### src/rtl/video_path_switch_if.sv
// Video path switch bus: the N_PATHS packed input streams, the
// selection controls and the selected output stream with status.
interface video_path_switch_if #(
    parameter int DATA_W  = 8,
    parameter int N_PATHS = 4,
    parameter int SEL_W   = 2
);
    logic [SEL_W-1:0]          sel_i;
    logic                      pattern_i;
    logic [N_PATHS*DATA_W-1:0] path_red_i;
    logic [N_PATHS*DATA_W-1:0] path_green_i;
    logic [N_PATHS*DATA_W-1:0] path_blue_i;
    logic [N_PATHS-1:0]        path_de_i;
    logic [N_PATHS-1:0]        path_hs_i;
    logic [N_PATHS-1:0]        path_vs_i;

    logic [DATA_W-1:0]         red_o;
    logic [DATA_W-1:0]         green_o;
    logic [DATA_W-1:0]         blue_o;
    logic                      de_o;
    logic                      hs_o;
    logic                      vs_o;
    logic [SEL_W-1:0]          active_sel_o;
    logic [3:0]                status_o;

    // Switch side: consumes the streams, produces the selected stream.
    modport slave (
        input  sel_i, pattern_i,
        input  path_red_i, path_green_i, path_blue_i,
        input  path_de_i, path_hs_i, path_vs_i,
        output red_o, green_o, blue_o, de_o, hs_o, vs_o,
        output active_sel_o, status_o
    );

    // Producer / sink side.
    modport master (
        output sel_i, pattern_i,
        output path_red_i, path_green_i, path_blue_i,
        output path_de_i, path_hs_i, path_vs_i,
        input  red_o, green_o, blue_o, de_o, hs_o, vs_o,
        input  active_sel_o, status_o
    );
endinterface

### src/rtl/video_path_switch.sv
// Frame-safe video path selector for hdmi_tx. Selection and colour-bar
// mode change only on a vsync rising edge of the active path; a vsync
// watchdog falls back to path 0 and blanks until path 0 delivers vsync.
module video_path_switch #(
    parameter int DATA_W  = 8,
    parameter int N_PATHS = 4,
    parameter int SEL_W   = 2,
    parameter int BAR_W   = 240,
    parameter int TIMEOUT = 4194304
) (
    input  logic                clk,
    input  logic                rst,
    video_path_switch_if.slave  vid
);
    localparam int WD_W  = $clog2(TIMEOUT + 1);
    localparam int PIX_W = $clog2(BAR_W + 1);

    typedef enum logic {S_IDLE, S_RUN} state_t;

    state_t              r_state;
    state_t              w_state_nxt;
    logic [N_PATHS-1:0]  r_vs_prev;
    logic [SEL_W-1:0]    r_active_sel;
    logic                r_pattern_active;
    logic                r_bad_sel;
    logic                r_video_loss;
    logic [WD_W-1:0]     r_wd_cnt;
    logic [PIX_W-1:0]    r_pix_cnt;
    logic [2:0]          r_bar_k;

    logic [DATA_W-1:0]   r_red, r_green, r_blue;
    logic                r_de, r_hs, r_vs;

    logic [DATA_W-1:0]   w_red, w_green, w_blue;
    logic                w_de, w_hs, w_vs, w_vs_prev;
    logic                w_vs_edge, w_expire, w_sel_ok, w_pending;
    logic [DATA_W-1:0]   w_red_nxt, w_green_nxt, w_blue_nxt;
    logic                w_de_nxt, w_hs_nxt, w_vs_nxt;
    logic [DATA_W-1:0]   w_bar_r, w_bar_g, w_bar_b;

    // Pick the currently active path out of the packed input buses.
    // NOTE: every always_comb output gets a default first, so no path through the block leaves a latch.
    always_comb begin
        w_red     = '0;
        w_green   = '0;
        w_blue    = '0;
        w_de      = 1'b0;
        w_hs      = 1'b0;
        w_vs      = 1'b0;
        w_vs_prev = 1'b0;
        for (int k = 0; k < N_PATHS; k++) begin
            if (r_active_sel == SEL_W'(k)) begin
                w_red     = vid.path_red_i[k*DATA_W +: DATA_W];
                w_green   = vid.path_green_i[k*DATA_W +: DATA_W];
                w_blue    = vid.path_blue_i[k*DATA_W +: DATA_W];
                w_de      = vid.path_de_i[k];
                w_hs      = vid.path_hs_i[k];
                w_vs      = vid.path_vs_i[k];
                w_vs_prev = r_vs_prev[k];
            end
        end
    end

    assign w_vs_edge = w_vs & ~w_vs_prev;
    assign w_expire  = (r_wd_cnt == WD_W'(TIMEOUT - 1));
    assign w_sel_ok  = (int'(vid.sel_i) < N_PATHS);
    // sel_i is a quasi-static switch; it is only acted on at a vsync edge.
    assign w_pending = (vid.sel_i != r_active_sel) || (vid.pattern_i != r_pattern_active);

    // Previous vsync of every path, so an edge is seen right after a switch.
    // NOTE: this input history is deliberately left out of reset, so a vsync already high through reset is not mistaken for a fresh edge.
    always_ff @(posedge clk) begin
        r_vs_prev <= vid.path_vs_i;
    end

    // FSM state register.
    // NOTE: sequential state uses non-blocking assignments so every register samples pre-edge values.
    always_ff @(posedge clk) begin
        if (rst) r_state <= S_IDLE;
        else     r_state <= w_state_nxt;
    end

    // FSM next state: watchdog expiry blanks, a vsync edge starts output.
    always_comb begin
        w_state_nxt = r_state;
        if (w_expire)       w_state_nxt = S_IDLE;
        else if (w_vs_edge) w_state_nxt = S_RUN;
    end

    // Selection, mode, status flags and vsync watchdog.
    always_ff @(posedge clk) begin
        if (rst) begin
            r_active_sel     <= '0;
            r_pattern_active <= 1'b0;
            r_bad_sel        <= 1'b0;
            r_video_loss     <= 1'b0;
            r_wd_cnt         <= '0;
        end else if (w_expire) begin
            r_video_loss <= 1'b1;
            r_active_sel <= '0;
            r_wd_cnt     <= '0;
        end else if (w_vs_edge) begin
            r_wd_cnt         <= '0;
            r_video_loss     <= 1'b0;
            r_pattern_active <= vid.pattern_i;
            if (w_sel_ok) begin
                r_active_sel <= vid.sel_i;
                r_bad_sel    <= 1'b0;
            end else begin
                r_bad_sel    <= 1'b1;
            end
        end else if (r_wd_cnt != '1) begin
            r_wd_cnt <= r_wd_cnt + WD_W'(1);
        end
    end

    // Colour-bar position within the line, driven by the active path's de.
    always_ff @(posedge clk) begin
        if (rst || !w_de) begin
            r_pix_cnt <= '0;
            r_bar_k   <= '0;
        end else if (r_pix_cnt == PIX_W'(BAR_W - 1)) begin
            r_pix_cnt <= '0;
            if (r_bar_k != 3'd7) r_bar_k <= r_bar_k + 3'd1;
        end else begin
            r_pix_cnt <= r_pix_cnt + PIX_W'(1);
        end
    end

    // Bar colour: white, yellow, cyan, green, magenta, red, blue, black.
    assign w_bar_r = {DATA_W{~r_bar_k[1]}};
    assign w_bar_g = {DATA_W{~r_bar_k[2]}};
    assign w_bar_b = {DATA_W{~r_bar_k[0]}};

    // FSM outputs: IDLE passes sync only, RUN passes the path or the bars.
    always_comb begin
        w_red_nxt   = '0;
        w_green_nxt = '0;
        w_blue_nxt  = '0;
        w_de_nxt    = 1'b0;
        w_hs_nxt    = w_hs;
        w_vs_nxt    = w_vs;
        if (r_state == S_RUN) begin
            w_de_nxt = w_de;
            if (r_pattern_active) begin
                if (w_de) begin
                    w_red_nxt   = w_bar_r;
                    w_green_nxt = w_bar_g;
                    w_blue_nxt  = w_bar_b;
                end
            end else begin
                w_red_nxt   = w_red;
                w_green_nxt = w_green;
                w_blue_nxt  = w_blue;
            end
        end
    end

    // Output register: one clock of latency for pixels and timing alike.
    always_ff @(posedge clk) begin
        if (rst) begin
            r_red   <= '0;
            r_green <= '0;
            r_blue  <= '0;
            r_de    <= 1'b0;
            r_hs    <= 1'b0;
            r_vs    <= 1'b0;
        end else begin
            r_red   <= w_red_nxt;
            r_green <= w_green_nxt;
            r_blue  <= w_blue_nxt;
            r_de    <= w_de_nxt;
            r_hs    <= w_hs_nxt;
            r_vs    <= w_vs_nxt;
        end
    end

    assign vid.red_o        = r_red;
    assign vid.green_o      = r_green;
    assign vid.blue_o       = r_blue;
    assign vid.de_o         = r_de;
    assign vid.hs_o         = r_hs;
    assign vid.vs_o         = r_vs;
    assign vid.active_sel_o = r_active_sel;
    assign vid.status_o     = {r_video_loss, r_bad_sel, w_pending, r_pattern_active};
endmodule

### src/flat_wrapper.sv
// flat-port wrapper written by rule: the top's interface ports become plain ports
module video_path_switch_flat 
#(
    parameter int DATA_W  = 8,
    parameter int N_PATHS = 4,
    parameter int SEL_W   = 2,
    parameter int BAR_W   = 240,
    parameter int TIMEOUT = 4194304
)
  (clk, rst, vid_sel_i, vid_pattern_i, vid_path_red_i, vid_path_green_i, vid_path_blue_i, vid_path_de_i, vid_path_hs_i, vid_path_vs_i, vid_red_o, vid_green_o, vid_blue_o, vid_de_o, vid_hs_o, vid_vs_o, vid_active_sel_o, vid_status_o);
  video_path_switch_if #(.DATA_W(DATA_W), .N_PATHS(N_PATHS), .SEL_W(SEL_W)) vid_i ();
  input  logic clk;
  input  logic rst;
  input wire logic [$bits(vid_i.sel_i)-1:0] vid_sel_i;
  input wire logic [$bits(vid_i.pattern_i)-1:0] vid_pattern_i;
  input wire logic [$bits(vid_i.path_red_i)-1:0] vid_path_red_i;
  input wire logic [$bits(vid_i.path_green_i)-1:0] vid_path_green_i;
  input wire logic [$bits(vid_i.path_blue_i)-1:0] vid_path_blue_i;
  input wire logic [$bits(vid_i.path_de_i)-1:0] vid_path_de_i;
  input wire logic [$bits(vid_i.path_hs_i)-1:0] vid_path_hs_i;
  input wire logic [$bits(vid_i.path_vs_i)-1:0] vid_path_vs_i;
  output wire logic [$bits(vid_i.red_o)-1:0] vid_red_o;
  output wire logic [$bits(vid_i.green_o)-1:0] vid_green_o;
  output wire logic [$bits(vid_i.blue_o)-1:0] vid_blue_o;
  output wire logic [$bits(vid_i.de_o)-1:0] vid_de_o;
  output wire logic [$bits(vid_i.hs_o)-1:0] vid_hs_o;
  output wire logic [$bits(vid_i.vs_o)-1:0] vid_vs_o;
  output wire logic [$bits(vid_i.active_sel_o)-1:0] vid_active_sel_o;
  output wire logic [$bits(vid_i.status_o)-1:0] vid_status_o;
  assign vid_i.sel_i = vid_sel_i;
  assign vid_i.pattern_i = vid_pattern_i;
  assign vid_i.path_red_i = vid_path_red_i;
  assign vid_i.path_green_i = vid_path_green_i;
  assign vid_i.path_blue_i = vid_path_blue_i;
  assign vid_i.path_de_i = vid_path_de_i;
  assign vid_i.path_hs_i = vid_path_hs_i;
  assign vid_i.path_vs_i = vid_path_vs_i;
  assign vid_red_o = vid_i.red_o;
  assign vid_green_o = vid_i.green_o;
  assign vid_blue_o = vid_i.blue_o;
  assign vid_de_o = vid_i.de_o;
  assign vid_hs_o = vid_i.hs_o;
  assign vid_vs_o = vid_i.vs_o;
  assign vid_active_sel_o = vid_i.active_sel_o;
  assign vid_status_o = vid_i.status_o;
  video_path_switch #(.DATA_W(DATA_W), .N_PATHS(N_PATHS), .SEL_W(SEL_W), .BAR_W(BAR_W), .TIMEOUT(TIMEOUT)) u_core (.clk(clk), .rst(rst), .vid(vid_i));
endmodule
### config.mk
export PLATFORM = sky130hd
export DESIGN_NAME = video_path_switch_flat
export DESIGN_NICKNAME = d
export VERILOG_FILES = /design/src/rtl/video_path_switch_if.sv /design/src/rtl/video_path_switch.sv /design/src/flat_wrapper.sv
export SDC_FILE = /design/constraint.sdc
export NUM_CORES = 1
export LEC_CHECK = 0
export ABC_AREA = 1
export CAP_MARGIN = 10
export CORE_MARGIN = 1
export CORE_UTILIZATION = 35
export DETAILED_ROUTE_END_ITERATION = 8
export MAX_ROUTING_LAYER = met4
export PLACE_DENSITY_LB_ADDON = 0.15
export RECOVER_POWER = 25
export SETUP_SLACK_MARGIN = 0.05
export SYNTH_ARGS = -nofsm -noshare
export SYNTH_HDL_FRONTEND = slang
export SYNTH_SLANG_ARGS = --single-unit
### constraint.sdc
create_clock -name clk -period 2.1 [get_ports clk]
set_clock_uncertainty 0.05 [all_clocks]
set_input_delay 0.42 -clock clk [delete_from_list [all_inputs] [get_ports clk]]
set_output_delay 0.42 -clock clk [all_outputs]
set_load 0.03 [all_outputs]
==> results.sh, run 1 <==
export IMPL_synth_top_cell_area_share=0.373
export IMPL_cts_buffers=9
export IMPL_endpoint="u_core.r_wd_cnt[12]"
export IMPL_ir_drop_mv=0.277
export IMPL_via_per_inst=4.72
export IMPL_dp_cells=800
export IMPL_cts_sinks=70
export IMPL_instances_no_fill=817
export IMPL_path_delay_family="simple AND/OR/NAND/NOR gates"
export IMPL_syn_cell_area_um2=3750
export IMPL_r2r_end="u_core.r_wd_cnt[12]"
export IMPL_timing_final_ws_setup_ns=0.183
export IMPL_finalHoldViolCount=0
export IMPL_fill_cells=1050
export IMPL_design_area_um2=5480
export IMPL_cts_tree="built"
export IMPL_power_switching_mw=1.04
export IMPL_multi_input_area_um2=2030
export IMPL_synthToLayoutAreaGrowth_pct=46.0
export IMPL_setup_viol=0
export IMPL_path_max_fanout=17
export IMPL_syn_nets=647
export IMPL_rows=37
export IMPL_dp_hpwl_um=9080
export IMPL_drive_above_1_share=0.0824
export IMPL_crit_path_start="u_core.vid.active_sel_o[0]"
export IMPL_syn_inst=530
export IMPL_routabilityCongestion=0.892
export IMPL_grt_antenna_before_repair=1
export IMPL_postCtsSetupBuffers=0
export IMPL_grt_pass1_vias=3899
export IMPL_die_area_um2=11100
export IMPL_grt_setup_unrepaired="no"
export IMPL_drc=0
export IMPL_synth_seq_cells=70
export IMPL_grt_first_pass_wirelength_um=18100
export IMPL_crit_slowest_cell="dfxtp_1"
export IMPL_period_share=0.913
export IMPL_cp_depth=10
export IMPL_place_area_um2=5300
export IMPL_clock_path_buffers=2
export IMPL_core_area_um2=10400
export IMPL_die_h_um=106
export IMPL_outcome="complete, no violations"
export IMPL_antenna_left=0
export IMPL_drt_wirelength_per_cell_um=13.5
export IMPL_p_leak_nw=2.24
export IMPL_portBuffers=144
export IMPL_pwr_share_comb=0.273
export IMPL_wl_um=11000
export IMPL_reg2reg_from="u_core.vid.active_sel_o[0]"
export IMPL_swShare=0.304
export IMPL_r2r_slack_ns=0.18
export IMPL_synthTopCellsByArea="dfxtp_1 (37%), nand2_1 (13%), nor2_1 (6.6%)"
export IMPL_first_pass_iters=4
export IMPL_rr_worst_depth=10
export IMPL_syn_area_per_cell_um2=7.08
export IMPL_max_freq_mhz=522
export IMPL_htree_levels=3
export IMPL_clkLatencyLatePin_ns=0.34
export IMPL_yosysUniqueCellTypes=34
export IMPL_drt_iter0_markers=147
export IMPL_path_buf_inv=3
export IMPL_seq_area_um2=1400
export IMPL_power_frac_clock=0.311
export IMPL_startpoint_type="register"
export IMPL_cts_root_buf="clkbuf_8"
export IMPL_cp_end_kind="register"
export IMPL_period_needed_ns=1.92
export IMPL_ys_warn_count=0
export IMPL_intPower_mw=2.38
export IMPL_hold_buffers=0
export IMPL_arrival_ns=2.14
export IMPL_cp_common_cell="nand2_1"
export IMPL_post_cts_resized=0
export IMPL_critical_path_class="register to register"
export IMPL_via_count=3857
export IMPL_crit_chain="buf_4 -> nor2_4 -> nand2_1 -> nand3_1 -> nand2_1 -> nand2_4 -> inv_1 -> nor2_8 -> inv_6 -> nor2_1"
export IMPL_io_pins=146
export IMPL_grt_start_max_net_pins=26
export IMPL_pwr_density_cell_nw_per_um2=623
export IMPL_cp_slowest_stage_delay_ns=0.38
export IMPL_critPathRequiredTime_ns=2.33
export IMPL_p_seq_frac=0.416
export IMPL_path_clk_slew_ns=0.08
export IMPL_dp_slack_ns=0.128
export IMPL_slew_violations=0
export IMPL_die_w_um=106
export IMPL_grt_usage=0.211
export IMPL_start_util=0.362
export IMPL_grt_overflow_total=0
export IMPL_final_setup_tns_ns=0
export IMPL_yosysSeqAreaShare=0.373
export IMPL_hp_class="register to register"
export IMPL_nNetsFinal=792
export IMPL_yosysTopAreaCell="dfxtp_1"
export IMPL_cap_violations=0
[synth_stat cells]
cell type / instances
nand2_1: 133
dfxtp_1: 70
nor2_1: 66
nand3_1: 48
inv_1: 37
a21oi_1: 34
o21ai_0: 27
o211ai_1: 24
clkbuf_1: 10
nor2_2: 10
xnor2_1: 10
xor2_1: 10
buf_6: 5
nand2_4: 5
nand3b_1: 5
nand4_1: 5
buf_4: 4
ha_1: 4
nand2_2: 3
nor2_8: 3
buf_1: 2
inv_2: 2
nor2_4: 2
buf_2: 1
buf_8: 1
clkinv_2: 1
conb_1: 1
inv_6: 1
nand3_2: 1
nand4_2: 1
nor3_1: 1
nor3b_1: 1
o21ai_2: 1
or2_0: 1
[power groups by stage]
stage	sequential [mW]	combinational, mW	clock (mW)
3_3_place_gp	1.45	0.952	0
4_1_cts	1.42	0.957	1.08
2_1_floorplan	1.53	0.454	0
5_1_grt	1.43	1.02	1.16
3_5_place_dp	1.45	0.953	0
6_report	1.42	0.933	1.06
[placed cells by master (no fill, tap or decap), types with 3 or more instances in the layout]
master           Yosys  final
xnor2_1             10     10
clkdlybuf4s50_1      0    133
o21ai_0             27     27
nand4_1              5      5
ha_1                 4      4
buf_4                4     15
nand3b_1             5      5
dlygate4sd3_1        0      8
nand2_1            133    134
nor2_1              66     66
nand2_4              5      5
xor2_1              10     10
clkbuf_1            10      3
a21oi_1             34     34
nor2_4               2      3
dfxtp_1             70     70
inv_1               37     39
nor2_2              10     10
o211ai_1            24     24
clkbuf_8             0      9
nand3_1             48     48
[worst register-to-register path: stages (launching register included)]
cell	delay, ns
dfxtp_1	0.38
buf_4	0.20
nor2_4	0.29
nand2_1	0.09
nand3_1	0.10
nand2_1	0.11
nand2_4	0.11
inv_1	0.12
nor2_8	0.17
inv_6	0.11
nor2_1	0.12
[registers in the layout (all words and copies together), names as in the netlist]
register,flops
u_core.r_vs_prev,4
u_core.vid.blue_o,8
u_core.vid.active_sel_o,2
u_core.vid.green_o,8
u_core.vid.hs_o,1
u_core.r_bar_k,3
u_core.r_pix_cnt,8
u_core.r_state,1
u_core.vid.vs_o,1
u_core.vid.de_o,1
u_core.vid.red_o,8
u_core.r_video_loss,1
u_core.r_wd_cnt,23
u_core.r_pattern_active,1
[area by class of cell]
cell class	instances	share of cell area
Multi-Input combinational cell	396	0.370
Clock inverter	5	0.0107
Tap cell	136	0.0310
Inverter	41	0.0292
Sequential cell	70	0.256
Antenna cell	1	0.000457
Clock buffer	11	0.0240
Timing Repair Buffer	157	0.279
[cells by family (layout without fill, tap and decap cells)]
group	Yosys count	in the layout	synth area share
and+or+nand+nor	285	285	0.351
adders and majority gates	4	4	0.0133
DFF	70	70	0.373
xor gates and xnor gates	20	20	0.0467
buffers and inverters	64	214	0.0830
AOI/OAI and AO/OA	86	86	0.132
other	1	2	0.000999
[how the worst min path moves through the flow]
stage                         from                  end  slack, ns  cells after the start
4_1_cts        u_core.r_wd_cnt[22]  u_core.r_wd_cnt[22]       0.39                      2
5_1_grt        u_core.r_wd_cnt[22]  u_core.r_wd_cnt[22]       0.40                      2
3_3_place_gp   u_core.r_wd_cnt[22]  u_core.r_wd_cnt[22]       0.37                      2
2_1_floorplan  u_core.r_wd_cnt[22]  u_core.r_wd_cnt[22]       0.36                      2
6_report       u_core.r_wd_cnt[22]  u_core.r_wd_cnt[22]       0.39                      2
3_5_place_dp   u_core.r_wd_cnt[22]  u_core.r_wd_cnt[22]       0.38                      2
[per-stage QoR]
stage	utilization	hold WS [ns]	power, mW
floorplan	-	0.363	1.98
global placement	0.511	0.374	2.40
detailed placement	0.511	0.379	2.40
CTS	0.530	0.392	3.46
global route	0.529	0.401	3.60
finish	0.529	0.388	3.41
[metal layers]
layer | global-route usage | part of all wire | wire length [um] | vias up
li1 | - | - | - | 2012
met1 | 0.239 | 0.43 | 4710 | 1702
met2 | 0.363 | 0.49 | 5360 | 127
met3 | 0.0532 | 0.072 | 794 | 16
met4 | 0.0685 | 0.015 | 166 | 0
met5 | - | 0 | 0 | -
(Power assumes the default switching activity.)
==> run 2: changes to the inputs <==
--- a/config.mk
+++ b/config.mk
@@ -9,7 +9,9 @@
 export CAP_MARGIN = 10
 export CORE_MARGIN = 1
 export CORE_UTILIZATION = 35
+export CTS_CLUSTER_SIZE = 28
 export DETAILED_ROUTE_END_ITERATION = 8
+export GPL_TIMING_DRIVEN = 0
 export MAX_ROUTING_LAYER = met4
 export PLACE_DENSITY_LB_ADDON = 0.15
 export RECOVER_POWER = 25
==> results.sh, run 2 (synthesis gave the netlist of run 1 again) <==
export IMPL_clkLatencyLatePin_ns=0.35
export IMPL_whs_path_depth=2
export IMPL_final_setup_tns_ns=0
export IMPL_die_area_um2=11100
export IMPL_cp_slowest_stage_delay_ns=0.36
export IMPL_critPathRequiredTime_ns=1.63
export IMPL_drt_wirelength_per_cell_um=14.0
export IMPL_place_area_um2=5370
export IMPL_dp_slack_ns=-0.494
export IMPL_cts_root_buf="clkbuf_8"
export IMPL_final_cell_mix="clkdlybuf4s50_1 (135), nand2_1 (133), dfxtp_1 (69)"
export IMPL_period_share=0.940
export IMPL_start_util=0.362
export IMPL_grt_antenna_before_repair=1
export IMPL_dp_cells=810
export IMPL_path_max_fanout=19
export IMPL_outcome="complete, no violations"
export IMPL_core_area_um2=10400
export IMPL_slew_headroom=0.538
export IMPL_drt_iter0_markers=187
export IMPL_via_per_inst=4.81
export IMPL_clock_path_buffers=2
export IMPL_setup_viol=0
export IMPL_use_met3=0.0377
export IMPL_grt_usage=0.220
export IMPL_hp_class="register to register"
export IMPL_crit_chain="buf_6 -> buf_12 -> xnor2_2 -> nand3_1 -> buf_4 -> buf_2"
export IMPL_worst_slew_pin_slew_ns=0.691
export IMPL_arrival_ns=1.50
export IMPL_instances_no_fill=829
export IMPL_rr_worst_depth=11
export IMPL_grt_use_met1=0.257
export IMPL_period_needed_ns=1.97
export IMPL_grt_first_pass_wirelength_um=18400
export IMPL_cts_sinks=70
export IMPL_drive_above_1_share=0.0912
export IMPL_first_pass_iters=4
export IMPL_timing_final_ws_setup_ns=0.126
export IMPL_die_w_um=106
export IMPL_via_count=3985
export IMPL_pwr_density_cell_nw_per_um2=626
export IMPL_cts_tree="built"
export IMPL_nNetsFinal=803
export IMPL_slew_violations=0
export IMPL_power_mw=3.51
export IMPL_path_clk_slew_ns=0.07
export IMPL_grt_setup_unrepaired="no"
export IMPL_max_freq_mhz=507
export IMPL_critical_path_class="register to output pin"
export IMPL_portBuffers=144
export IMPL_cp_end_kind="output pin"
export IMPL_fill_cells=997
export IMPL_synthToLayoutAreaGrowth_pct=49.2
export IMPL_htree_levels=3
export IMPL_grt_overflow_total=0
export IMPL_finalHoldViolCount=0
export IMPL_largest_reg_flops=23
export IMPL_grt_pass1_vias=3920
export IMPL_rows=37
export IMPL_cap_violations=0
export IMPL_dp_hpwl_um=9290
export IMPL_crit_slowest_cell="dfxtp_1"
export IMPL_p_leak_nw=2.28
export IMPL_io_pins=146
export IMPL_regMostFlops="u_core.r_wd_cnt"
export IMPL_busiest_layer="met2"
export IMPL_drc=0
export IMPL_wl_um=11600
export IMPL_antenna_left=0
export IMPL_startpoint_type="register"
export IMPL_ir_drop_mv=0.299
export IMPL_die_h_um=106
export IMPL_cts_buffers=9
export IMPL_routabilityCongestion=0.904
export IMPL_design_area_um2=5600
export IMPL_grt_start_max_net_pins=20
export IMPL_final_common_cell="clkdlybuf4s50_1"
export IMPL_met2_usage=0.372
## run 2: repair_timing
action | 4_1_cts | 5_1_grt
cloned | 0 | 0
endpoints found under the hold margin | 0 | 0
resized for setup | 11 | 2
hold buffers | 0 | 0
setup buffers | 1 | 2
endpoints found under the setup margin | 12 | 15
## run 2: layout make-up
| type | count | area, um^2 | area share |
|---|---|---|---|
| diodes | 2 | 5.00 | 0.000894 |
| plain buffers | 21 | 161 | 0.0288 |
| clock buffers | 10 | 138 | 0.0246 |
| clock inverters | 6 | 61.3 | 0.0109 |
| inverters | 41 | 160 | 0.0286 |
| multi-input cells | 396 | 2040 | 0.365 |
| flip-flops and latches | 70 | 1400 | 0.250 |
| well taps | 136 | 170 | 0.0304 |
| repair buffers | 147 | 1460 | 0.260 |
## run 2: worst paths after layout
path / startpoint / end / slack [ns]
max: u_core.vid.active_sel_o[0] / vid_status_o[1] / 0.13
min: u_core.r_wd_cnt[22] / u_core.r_wd_cnt[22] / 0.39
max reg2reg: u_core.vid.active_sel_o[1] / u_core.r_wd_cnt[16] / 0.17
min reg2reg: u_core.r_wd_cnt[22] / u_core.r_wd_cnt[22] / 0.39
## run 2: critical path: cells and delay by family, from the launching register on
family | cells | cell delay (ns)
buf+inv | 4 | 0.60
flops | 1 | 0.36
xor+xnor | 1 | 0.11
simple gates | 1 | 0.08
## run 2: where the power goes
group          switching, mW  internal (mW)  leakage [nW]
registers             0.0362           1.39         0.569
logic                  0.517          0.460          1.61
clock network          0.527          0.576         0.102
total                   1.08           2.43          2.28
## run 2: per-layer routing
| metal | part of all wire | up-vias |
|---|---|---|
| met4 | 0.018 | 0 |
| met1 | 0.44 | 1804 |
| met2 | 0.49 | 128 |
| met5 | 0 | - |
| li1 | - | 2035 |
| met3 | 0.051 | 18 |
## run 2: stage by stage
step / utilization / hold WS [ns]
floorplan: - / 0.363
global placement: 0.517 / 0.376
detailed placement: 0.517 / 0.377
CTS: 0.538 / 0.390
global route: 0.540 / 0.421
finish: 0.540 / 0.389
==> run 3: changes to the inputs <==
--- a/config.mk
+++ b/config.mk
@@ -7,7 +7,7 @@
 export LEC_CHECK = 0
 export ABC_AREA = 1
 export CAP_MARGIN = 10
-export CORE_MARGIN = 1
+export CORE_MARGIN = 1.5
 export CORE_UTILIZATION = 35
 export CTS_CLUSTER_SIZE = 28
 export DETAILED_ROUTE_END_ITERATION = 8
==> results.sh, run 3 (synthesis gave the netlist of run 1 again) <==
export IMPL_grt_first_pass_wirelength_um=18500
export IMPL_antennaDiodeCount=0
export IMPL_cts_tree="built"
export IMPL_finalHoldViolCount=0
export IMPL_cts_sinks=70
export IMPL_p_leak_nw=2.29
export IMPL_outcome="complete, no violations"
export IMPL_clkLatencyLatePin_ns=0.34
export IMPL_intPower_mw=2.53
export IMPL_drt_wirelength_per_cell_um=14.1
export IMPL_antenna_left=0
export IMPL_hold_start="u_core.r_wd_cnt[22]"
export IMPL_routabilityCongestion=0.917
export IMPL_nNetsFinal=804
export IMPL_grt_overflow_total=0
export IMPL_clock_path_buffers=2
export IMPL_die_h_um=107
export IMPL_portBuffers=144
export IMPL_power_switching_mw=1.10
export IMPL_critPathRequiredTime_ns=1.63
export IMPL_p_seq_frac=0.394
export IMPL_die_w_um=107
export IMPL_final_setup_tns_ns=0
export IMPL_whs_path_depth=2
export IMPL_worst_slew_pin_slew_ns=0.621
export IMPL_max_freq_mhz=491
export IMPL_top_layer_used="met4"
export IMPL_route_met3_wl_um=573
export IMPL_io_pins=146
export IMPL_critical_path_class="register to output pin"
export IMPL_htree_levels=3
export IMPL_design_area_um2=5640
export IMPL_pwr_density_cell_nw_per_um2=644
export IMPL_slew_violations=0
export IMPL_drive_above_1_share=0.0925
export IMPL_rows=37
export IMPL_via_count=3988
export IMPL_grt_setup_unrepaired="yes"
export IMPL_die_area_um2=11400
export IMPL_seq_area_um2=1400
export IMPL_path_max_fanout=19
export IMPL_cts_root_buf="clkbuf_8"
export IMPL_dp_cells=810
export IMPL_reg2reg_from="u_core.r_wd_cnt[0]"
export IMPL_grt_start_max_net_pins=20
export IMPL_regMostFlops="u_core.r_wd_cnt"
export IMPL_hold_buffers=0
export IMPL_startpoint_type="register"
export IMPL_r2r_end="u_core.r_wd_cnt[16]"
export IMPL_min_to="u_core.r_wd_cnt[22]"
export IMPL_power_frac_clock=0.335
export IMPL_rr_worst_depth=11
export IMPL_pwr_share_comb=0.272
export IMPL_r2r_slack_ns=0.17
export IMPL_timing_final_ws_setup_ns=0.0643
export IMPL_final_util=0.544
export IMPL_wl_met1_um=5180
export IMPL_via_per_inst=4.82
export IMPL_hp_class="register to register"
export IMPL_instances_no_fill=828
export IMPL_wl_met2_um=5880
export IMPL_cts_buffers=9
export IMPL_cap_violations=0
export IMPL_drt_iter0_markers=204
export IMPL_cp_end_kind="output pin"
export IMPL_setup_viol=0
export IMPL_grt_pass1_vias=3922
export IMPL_synthToLayoutAreaGrowth_pct=50.2
export IMPL_final_common_cell="clkdlybuf4s50_1"
export IMPL_power_mw=3.63
export IMPL_grt_antenna_before_repair=0
export IMPL_arrival_ns=1.57
export IMPL_slew_headroom=0.585
export IMPL_start_util=0.362
export IMPL_fill_cells=1035
export IMPL_holdWs_ns=0.390
export IMPL_drc=0
export IMPL_path_clk_slew_ns=0.08
export IMPL_grt_usage=0.214
export IMPL_first_pass_iters=4
export IMPL_final_cell_mix="clkdlybuf4s50_1 (138), nand2_1 (133), dfxtp_1 (69)"
export IMPL_core_area_um2=10400
export IMPL_multi_input_area_um2=2050
export IMPL_place_area_um2=5370
export IMPL_wl_um=11700
export IMPL_ir_drop_mv=0.271
export IMPL_swShare=0.304
export IMPL_dp_slack_ns=-0.472
export IMPL_dp_hpwl_um=9480
export IMPL_largest_reg_flops=23
export IMPL_period_share=0.969
export IMPL_period_needed_ns=2.04
[run 3: layer usage]
metal  track usage  vias up
li1              -     2042
met1         0.254     1817
met2         0.371      125
met3        0.0356        4
met4        0.0638        0
met5             -        -
[run 3: worst max-delay path by stage]
stage,from,to,slack [ns],cells after the start
3_3_place_gp,u_core.vid.active_sel_o[0],vid_status_o[1],-0.50,7
4_1_cts,u_core.vid.active_sel_o[0],vid_status_o[1],0.03,6
5_1_grt,u_core.vid.active_sel_o[0],vid_status_o[1],0.002,6
2_1_floorplan,u_core.vid.active_sel_o[0],vid_status_o[1],0.19,6
6_report,u_core.vid.active_sel_o[0],vid_status_o[1],0.06,6
3_5_place_dp,u_core.vid.active_sel_o[1],vid_status_o[1],-0.47,7
[run 3: worst max-delay path: stages (launching register included)]
cell and delay, ns:
dfxtp_1 0.37, buf_6 0.16, buf_12 0.17, xnor2_1 0.13
nand3_1 0.09, buf_4 0.13, buf_2 0.17
[run 3: what timing repair did]
| action | in CTS | in global routing |
|---|---|---|
| setup buffers | 0 | 4 |
| gates resized for setup | 11 | 2 |
| pin swaps | 0 | 0 |
| endpoints found under the setup margin | 3 | 14 |
[run 3: cell type report]
cell class              instances  share of cell area
multi-input cells             396               0.364
repair buffers                148               0.261
flip-flops and latches         70               0.249
well taps                     136              0.0302
plain buffers                  21              0.0286
inverters                      41              0.0284
clock buffers                   9              0.0220
clock inverters                 7              0.0171
[run 3: power groups by stage]
stage | Sequential (mW) | Combinational [mW] | Clock, mW
after detailed placement | 1.46 | 0.971 | 0
after global routing | 1.44 | 1.07 | 1.30
after floorplan | 1.53 | 0.454 | 0
final | 1.43 | 0.986 | 1.22
after global placement | 1.45 | 0.966 | 0
after CTS | 1.43 | 0.978 | 1.25
==> RTL change: new RTL, settings of run 3 <==
`N_PATHS` is set to 4 in 3 places; all go to 8.
--- a/src/rtl/video_path_switch_if.sv
+++ b/src/rtl/video_path_switch_if.sv
@@ -3,5 +3,5 @@
 interface video_path_switch_if #(
     parameter int DATA_W  = 8,
-    parameter int N_PATHS = 4,
+    parameter int N_PATHS = 8,
     parameter int SEL_W   = 2
 );
--- a/src/rtl/video_path_switch.sv
+++ b/src/rtl/video_path_switch.sv
@@ -4,5 +4,5 @@
 module video_path_switch #(
     parameter int DATA_W  = 8,
-    parameter int N_PATHS = 4,
+    parameter int N_PATHS = 8,
     parameter int SEL_W   = 2,
     parameter int BAR_W   = 240,
--- a/src/flat_wrapper.sv
+++ b/src/flat_wrapper.sv
@@ -3,5 +3,5 @@
 #(
     parameter int DATA_W  = 8,
-    parameter int N_PATHS = 4,
+    parameter int N_PATHS = 8,
     parameter int SEL_W   = 2,
     parameter int BAR_W   = 240,
Interface: changed (6 resized); port bits go from 146 to 254. No check against the original RTL was run, so the function may have changed too.
==> RTL change against run 3 <==
Sequential cell count is the same; maximum frequency increased by 2.0%; worst setup slack better by 0.039 ns; routed wire length up 4.8%; total power fell by 6.4%; largest power group unchanged; final area is 0.40% lower; highest routed layer unchanged; first-iteration DRC count increased by 18%; synthesized area increased by 0.73%.
==> RTL change: results (changes against run 3) <==
<table>
<tr><th>Metric</th><th>Value</th></tr>
<tr><th colspan="2">Status</th></tr>
<tr><td>Outcome</td><td>finished, final reports clean</td></tr>
<tr><th colspan="2">Global routing</th></tr>
<tr><td>Met2 Usage GRT</td><td>35.7% (-1.4 points)</td></tr>
<tr><td>Met1 Track Usage GR</td><td>28.9% (+3.6 points)</td></tr>
<tr><td>Vias in the first global route</td><td>3833 (-2.3%)</td></tr>
<tr><td>Global-route wire length before repair</td><td>19.4 mm (+5.2%)</td></tr>
<tr><th colspan="2">Synthesis</th></tr>
<tr><td>Post-Synthesis Net Count</td><td>756 (+17%)</td></tr>
<tr><td>Mean instance size in the synthesized netlist</td><td>7.12 sq um (+0.54%)</td></tr>
<tr><td>Top area cells in the synthesized netlist</td><td>dfxtp_1 (37%), nand2_1 (13%), nor2_1 (7.2%), nand3_1 (6.1%), o211ai_1 (5.0%)</td></tr>
<tr><th colspan="2">Final layout</th></tr>
<tr><td>Count of flip-flops and latches</td><td>70 (unchanged)</td></tr>
<tr><td>Relative area of clock buffers and inverters in the final design</td><td>3.12% (-0.79 points)</td></tr>
<tr><td>Fill count</td><td>1016 (-1.8%)</td></tr>
<tr><td>Number of buffers other than clock buffers in the final layout</td><td>170 (+0.59%)</td></tr>
<tr><td>Number of nets in the finished design</td><td>912 (+13%)</td></tr>
<tr><td>Count of multi-input combinational gates</td><td>398 (+0.51%)</td></tr>
<tr><td>Clock buffer cells</td><td>10 (+1)</td></tr>
<tr><td>NonClk Buf Share</td><td>29.0% (+0.12 points)</td></tr>
<tr><td>Util after Layout</td><td>53.9% (-0.46 points)</td></tr>
<tr><th colspan="2">Power</th></tr>
<tr><td>Combinational Power</td><td>0.000994 W (+0.8%)</td></tr>
<tr><td>Combinational share of power</td><td>29.3% (+2.1 points)</td></tr>
<tr><td>LEAKAGE</td><td>2.32 nW (+1.5%)</td></tr>
<tr><th colspan="2">Route</th></tr>
<tr><td>Detailed route wirelength on metal3</td><td>624 um (+8.9%)</td></tr>
<tr><td>Detailed-route via count</td><td>3939 (-1.2%)</td></tr>
<tr><td>Detail Route met2 WL</td><td>5.82 mm (-1.0%)</td></tr>
<tr><th colspan="2">Place</th></tr>
<tr><td>Placed cell areas</td><td>0.00539 sq mm (+0.51%)</td></tr>
<tr><th colspan="2">Worst setup path</th></tr>
<tr><td>Largest stage delay, worst path</td><td>0.56 ns (+0.19 ns)</td></tr>
<tr><th colspan="2">STA</th></tr>
<tr><td>Worst slack on hold paths</td><td>0.401 ns (+0.0109 ns)</td></tr>
</table>
RTL change: cell count changes after synthesis, sizes merged, moves of 2 or more:
cell,delta
nand3,-2
buf,+3
nand3b,+2
inv,-2
nor2,+6
o21ai,-3
a21oi,-5
RTL change: kinds of logic (layout without fill, tap and decap cells):
family	count (synthesis)	in the layout	synth area share [%]
buffers and inverters	63	224	8.24
XOR/XNOR	22	22	5.10
other	1	1	0.0992
AO/OA/AOI/OAI	80	80	12.3
adder cells (fa/ha/maj)	4	4	1.32
AND/OR/NAND/NOR	291	291	35.9
flip-flops	70	70	37.1
RTL change: worst paths after layout:
| path | end | slack (ns) | depth (start not counted) |
|---|---|---|---|
| min reg2reg | u_core.r_wd_cnt[22] | 0.40 | 2 |
| min | u_core.r_wd_cnt[22] | 0.40 | 2 |
| max | vid_status_o[1] | 0.10 | 5 |
| max reg2reg | u_core.r_wd_cnt[16] | 0.20 | 11 |
